`src/rtl/mem_arb_pkg.sv`:
```
// Shared types for the memory-port arbiter: FSM state encoding and owner IDs.
package mem_arb_pkg;
  typedef enum logic {ARB_IDLE = 1'b0, ARB_ACCESS = 1'b1} arb_state_t;
  localparam logic OWNER_FETCH = 1'b0;
  localparam logic OWNER_DATA  = 1'b1;
endpackage

```
`src/rtl/mux_2NtoN.sv`:
```
// N-bit 2:1 mux used to steer the winning requester's address onto the port.
module mux_2NtoN #(
  parameter int N = 32
) (
  input  logic [N-1:0] i0,
  input  logic [N-1:0] i1,
  input  logic         s,
  output logic [N-1:0] y
);
  assign y = s ? i1 : i0;
endmodule

```
`src/rtl/mem_port_arbiter.sv`:
```
// Round-robin owner of the single memory port shared by fetch (0) and load/store (1);
// each grant holds the port for a fixed LAT-cycle window that cannot be aborted.
module mem_port_arbiter
  import mem_arb_pkg::*;
#(
  parameter int N   = 32,
  parameter int LAT = 2
) (
  input  logic         clk,
  input  logic         rst,
  input  logic         req0,
  input  logic [N-1:0] addr0,
  input  logic         req1,
  input  logic [N-1:0] addr1,
  input  logic [N-1:0] wdata1,
  input  logic         we1,
  output logic         gnt0,
  output logic         gnt1,
  output logic         done0,
  output logic         done1,
  output logic         sel,
  output logic         mem_en,
  output logic         mem_we,
  output logic [N-1:0] mem_addr,
  output logic [N-1:0] mem_wdata
);
  localparam int            CW       = $clog2(LAT + 1);
  localparam logic [CW-1:0] CNT_LOAD = CW'(LAT - 1);

  arb_state_t    state_q, state_d;
  logic          owner_q, owner_d;
  logic          last_q, last_d;
  logic [CW-1:0] cnt_q, cnt_d;
  logic          gnt0_q, gnt0_d, gnt1_q, gnt1_d;
  logic          done0_q, done0_d, done1_q, done1_d;
  logic          mem_en_q, mem_en_d;
  logic          other_req;

  always_ff @(posedge clk or negedge rst) begin
    if (!rst) begin
      state_q  <= ARB_IDLE;
      owner_q  <= OWNER_FETCH;
      last_q   <= OWNER_DATA;
      cnt_q    <= '0;
      gnt0_q   <= 1'b0;
      gnt1_q   <= 1'b0;
      done0_q  <= 1'b0;
      done1_q  <= 1'b0;
      mem_en_q <= 1'b0;
    end else begin
      state_q  <= state_d;
      owner_q  <= owner_d;
      last_q   <= last_d;
      cnt_q    <= cnt_d;
      gnt0_q   <= gnt0_d;
      gnt1_q   <= gnt1_d;
      done0_q  <= done0_d;
      done1_q  <= done1_d;
      mem_en_q <= mem_en_d;
    end
  end

  // The finishing owner's own req is ignored in its done cycle; only the other side can chain.
  assign other_req = (owner_q == OWNER_FETCH) ? req1 : req0;

  always_comb begin
    state_d = state_q;
    owner_d = owner_q;
    last_d  = last_q;
    cnt_d   = cnt_q;
    case (state_q)
      ARB_IDLE: begin
        if (req0 || req1) begin
          state_d = ARB_ACCESS;
          owner_d = (req0 && req1) ? ~last_q : req1;
          cnt_d   = CNT_LOAD;
        end
      end
      ARB_ACCESS: begin
        if (cnt_q != '0) begin
          cnt_d = cnt_q - CW'(1);
        end else begin
          last_d = owner_q;
          if (other_req) begin
            owner_d = ~owner_q;
            cnt_d   = CNT_LOAD;
          end else begin
            state_d = ARB_IDLE;
          end
        end
      end
      default: state_d = ARB_IDLE;
    endcase
  end

  // Registered outputs are decoded from next state so they line up with the state they describe.
  always_comb begin
    mem_en_d = (state_d == ARB_ACCESS);
    gnt0_d   = mem_en_d && (owner_d == OWNER_FETCH);
    gnt1_d   = mem_en_d && (owner_d == OWNER_DATA);
    done0_d  = gnt0_d && (cnt_d == '0);
    done1_d  = gnt1_d && (cnt_d == '0);
  end

  assign gnt0      = gnt0_q;
  assign gnt1      = gnt1_q;
  assign done0     = done0_q;
  assign done1     = done1_q;
  assign mem_en    = mem_en_q;
  assign sel       = owner_q;
  assign mem_we    = (state_q == ARB_ACCESS) && (owner_q == OWNER_DATA) && we1;
  assign mem_wdata = wdata1;

  mux_2NtoN #(.N(N)) u_addr_mux (
    .i0 (addr0),
    .i1 (addr1),
    .s  (owner_q),
    .y  (mem_addr)
  );
endmodule
```
`config.mk`:
```
export PLATFORM = sky130hd
export DESIGN_NAME = mem_port_arbiter
export DESIGN_NICKNAME = d
export VERILOG_FILES = /design/src/rtl/mem_arb_pkg.sv /design/src/rtl/mux_2NtoN.sv /design/src/rtl/mem_port_arbiter.sv
export SDC_FILE = /design/constraint.sdc
export NUM_CORES = 1
export LEC_CHECK = 0
export ABC_AREA = 1
export CAP_MARGIN = 20
export CORE_UTILIZATION = 25
export CTS_BUF_LIST = sky130_fd_sc_hd__clkbuf_4 sky130_fd_sc_hd__clkbuf_8
export CTS_CLUSTER_DIAMETER = 100
export CTS_CLUSTER_SIZE = 8
export DETAILED_ROUTE_END_ITERATION = 8
export PLACE_DENSITY = 0.95
export REMOVE_ABC_BUFFERS = 1
export SLEW_MARGIN = 15
export SYNTH_ARGS = -nofsm -noshare
export SYNTH_HDL_FRONTEND = slang
export SYNTH_SLANG_ARGS = --single-unit
```
`constraint.sdc`:
```
create_clock -name clk -period 2 [get_ports clk]
set_clock_uncertainty 0.15 [all_clocks]
set_input_delay 0.4 -clock clk [delete_from_list [all_inputs] [get_ports clk]]
set_output_delay 0.4 -clock clk [all_outputs]
set_load 0.02 [all_outputs]
```
==> flow_summary.json <==
{
  "status": "finished clean",
  "ios": 172,
  "finalCriticalPeriod_ns": 1.91,
  "final_cell_mix": "nand2_1 (109), clkdlybuf4s50_1 (73), dlygate4sd2_1 (31)",
  "cp-end-kind": "output port",
  "finalMaxSlewViolations": 0,
  "hold_viol": 0,
  "finalWirelength_microns": 5800,
  "netSwitchingPower_mw": 1.28,
  "clock-sinks": 9,
  "numCtsBuffers": 3,
  "p_leak_nw": 1.07,
  "finalCoreUtilization_pct": 49.3,
  "synthMuxAreaShare_pct": 0,
  "place.gp.congestion": 0.783,
  "timing.fmax_mhz": 523,
  "cts_tree": "built",
  "grt_max_degree": 22,
  "antenna_found_initial": 0,
  "peakVddDrop_mv": 0.722,
  "grt_overflow": 0,
  "seq_area_sq_um": 226,
  "clock_latency_ns": 0.23,
  "clkTransAtPathRegs_ns": 0.04,
  "cts_hold_buf": 0,
  "power.total_mw": 2.51,
  "mostFrequentLayoutCell": "nand2_1",
  "drc": 0,
  "finalCritPeriodShare_pct": 95.5,
  "tightest_slew_ns": 0.409,
  "h-tree-depth": 1,
  "critPathKind": "register to output port",
  "synthTopCellsByArea": "nand2_1 (38%), buf_4 (22%), dfrtp_1 (18%)",
  "cp_max_fo": 19,
  "syn_area_per_cell_sq_um": 5.69,
  "yosys.area.top_type": "nand2_1",
  "dp_hpwl_microns": 5250,
  "crit_arrival_ns": 1.36,
  "ys_seq_elements": 9,
  "synth_compound_area_share_pct": 0.921,
  "synth_cell_types": 18,
  "rsz0062_at_grt": "no",
  "die_w_microns": 68.0,
  "hold_slack_ns": 0.318,
  "row_count": 23,
  "p_int_mw": 1.23,
  "start_util_pct": 26.6,
  "slew_headroom_pct": 72.7,
  "drtIter0Drc": 34,
  "cts-root-buf": "clkbuf_8",
  "synthesis.instances": 191,
  "layout.nets": 370,
  "pwr-share-seq_pct": 12.4,
  "die_h_microns": 68.0,
  "synth_simple_gate_area_share_pct": 48.8,
  "ys_seq_area_share_pct": 20.8,
  "core-area_sq_um": 4090,
  "p_clk_share_pct": 8.8,
  "port_buffers": 107,
  "vias": 1420,
  "start_kind": "register",
  "reg2reg_slack_ns": 0.56,
  "p_comb_share_pct": 78.8,
  "vias_per_cell": 4.47,
  "synthAdderAreaFrac_pct": 0,
  "setup_viol": 0,
  "n_fill_cell": 409,
  "wire_per_inst_microns": 18.2,
  "switching_share_pct": 51.0,
  "maxCapViolCount": 0,
  "synth_top_family_by_area": "simple AND/OR/NAND/NOR gates",
  "yosys_warnings": 0,
  "dieArea_sq_um": 4620,
  "multiInputGateArea_sq_um": 541,
  "grt_usage_pct": 24.9,
  "cts_buffer_depth": 2,
  "grt_pass1_vias": 1340,
  "synth_top_cell_area_share_pct": 37.6,
  "firstDrtPassIters": 4,
  "power_density_nw_per_um2": 1240,
  "layout-drive-gt1-share_pct": 8.58,
  "synthXorXnorAreaFrac_pct": 0,
  "cp.required_ns": 1.45,
  "hold_path_class": "primary input to async pin",
  "syn_area_sq_um": 1090,
  "syn_to_final_growth_pct": 85.4,
  "grt_pass1_wl_microns": 7480,
  "antenna_cells": 0,
  "drtAntennaViolNets": 0
}
-- routing by layer --
metal | global-route usage [%] | vias up | share of wire (%)
li1 | - | 688 | -
met4 | 22.4 | 0 | 11
met2 | 44.4 | 117 | 47
met3 | 14.7 | 20 | 15
met1 | 17.4 | 595 | 27
met5 | 8.75 | - | 0
-- metrics by stage --
| stage | setup slack, ns | setup TNS, ns | area, sq um | std cells |
|---|---|---|---|---|
| detailed placement | -0.140 | -4.01 | 2000 | 314 |
| CTS | 0.00931 | 0 | 2010 | 318 |
| global route | 0.00786 | 0 | 2020 | 318 |
| global placement | -0.146 | -3.67 | 2000 | 314 |
| finish | 0.0891 | 0 | 2020 | 318 |
| floorplan | -0.0187 | -0.526 | 807 | 152 |
-- critical path, stage by stage, from the launching register on --
cell and delay [ns]:
dfrtp_1 0.42, inv_4 0.10, buf_12 0.14, nand2_1 0.05
nand2_1 0.05, dlygate4sd2_1 0.34
-- power groups by stage --
stage	combinational [mW]	clock, mW	sequential, mW
CTS	1.99	0.228	0.309
global placement	2.16	0	0.306
global route	2.20	0.242	0.316
finish	1.98	0.221	0.310
floorplan	0.974	0	0.438
detailed placement	2.20	0	0.309
-- state kept, by name, summed over array words and instances, names as in the netlist --
name	flops
last_q	1
sel	1
cnt_q	2
done1	1
mem_en	1
gnt1	1
gnt0	1
done0	1
-- what timing repair did --
item | 4_1_cts | 5_1_grt
setup buffers | 0 | 0
endpoints found under the setup margin | 34 | 1
resized for setup | 36 | 4
endpoints found under the hold margin | 0 | 0
-- path summary, 6_finish.rpt --
kind	end	depth (start not counted)	startpoint
setup / recovery	mem_addr[20]	5	sel$_DFF_PN0_
hold / removal	done1$_DFF_PN0_	1	rst
setup reg to reg	done0$_DFF_PN0_	8	sel$_DFF_PN0_
hold reg to reg	last_q$_DFFE_PN1P_	2	last_q$_DFFE_PN1P_
max in group asynchronous	last_q$_DFFE_PN1P_	1	rst
min in group clk	last_q$_DFFE_PN1P_	2	last_q$_DFFE_PN1P_
-- synthesized netlist by cell type --
library cell / number
buf_2: 5
buf_4: 32
buf_6: 1
clkbuf_1: 1
dfrtp_1: 8
dfstp_2: 1
inv_1: 8
inv_2: 1
inv_4: 1
nand2_1: 109
nand2_2: 4
nand3_1: 3
nand3_2: 2
nand4_1: 1
nor2_1: 8
nor2_2: 4
o21ai_0: 1
o21ai_1: 1
-- cell type report --
cell class / instances / share of cell area (%)
timing repair buffer: 112 / 54.4
multi-input combinational: 133 / 26.8
sequential: 9 / 11.2
tap: 50 / 3.10
clock buffer: 4 / 2.42
inverter: 10 / 1.99
-- kinds of logic (layout without fill, tap and decap cells) --
family,after synthesis,after routing
buf+inv,49,126
simple gates,131,131
compound gates,2,2
flops,9,9
Power figures use the tool's default switching activity.
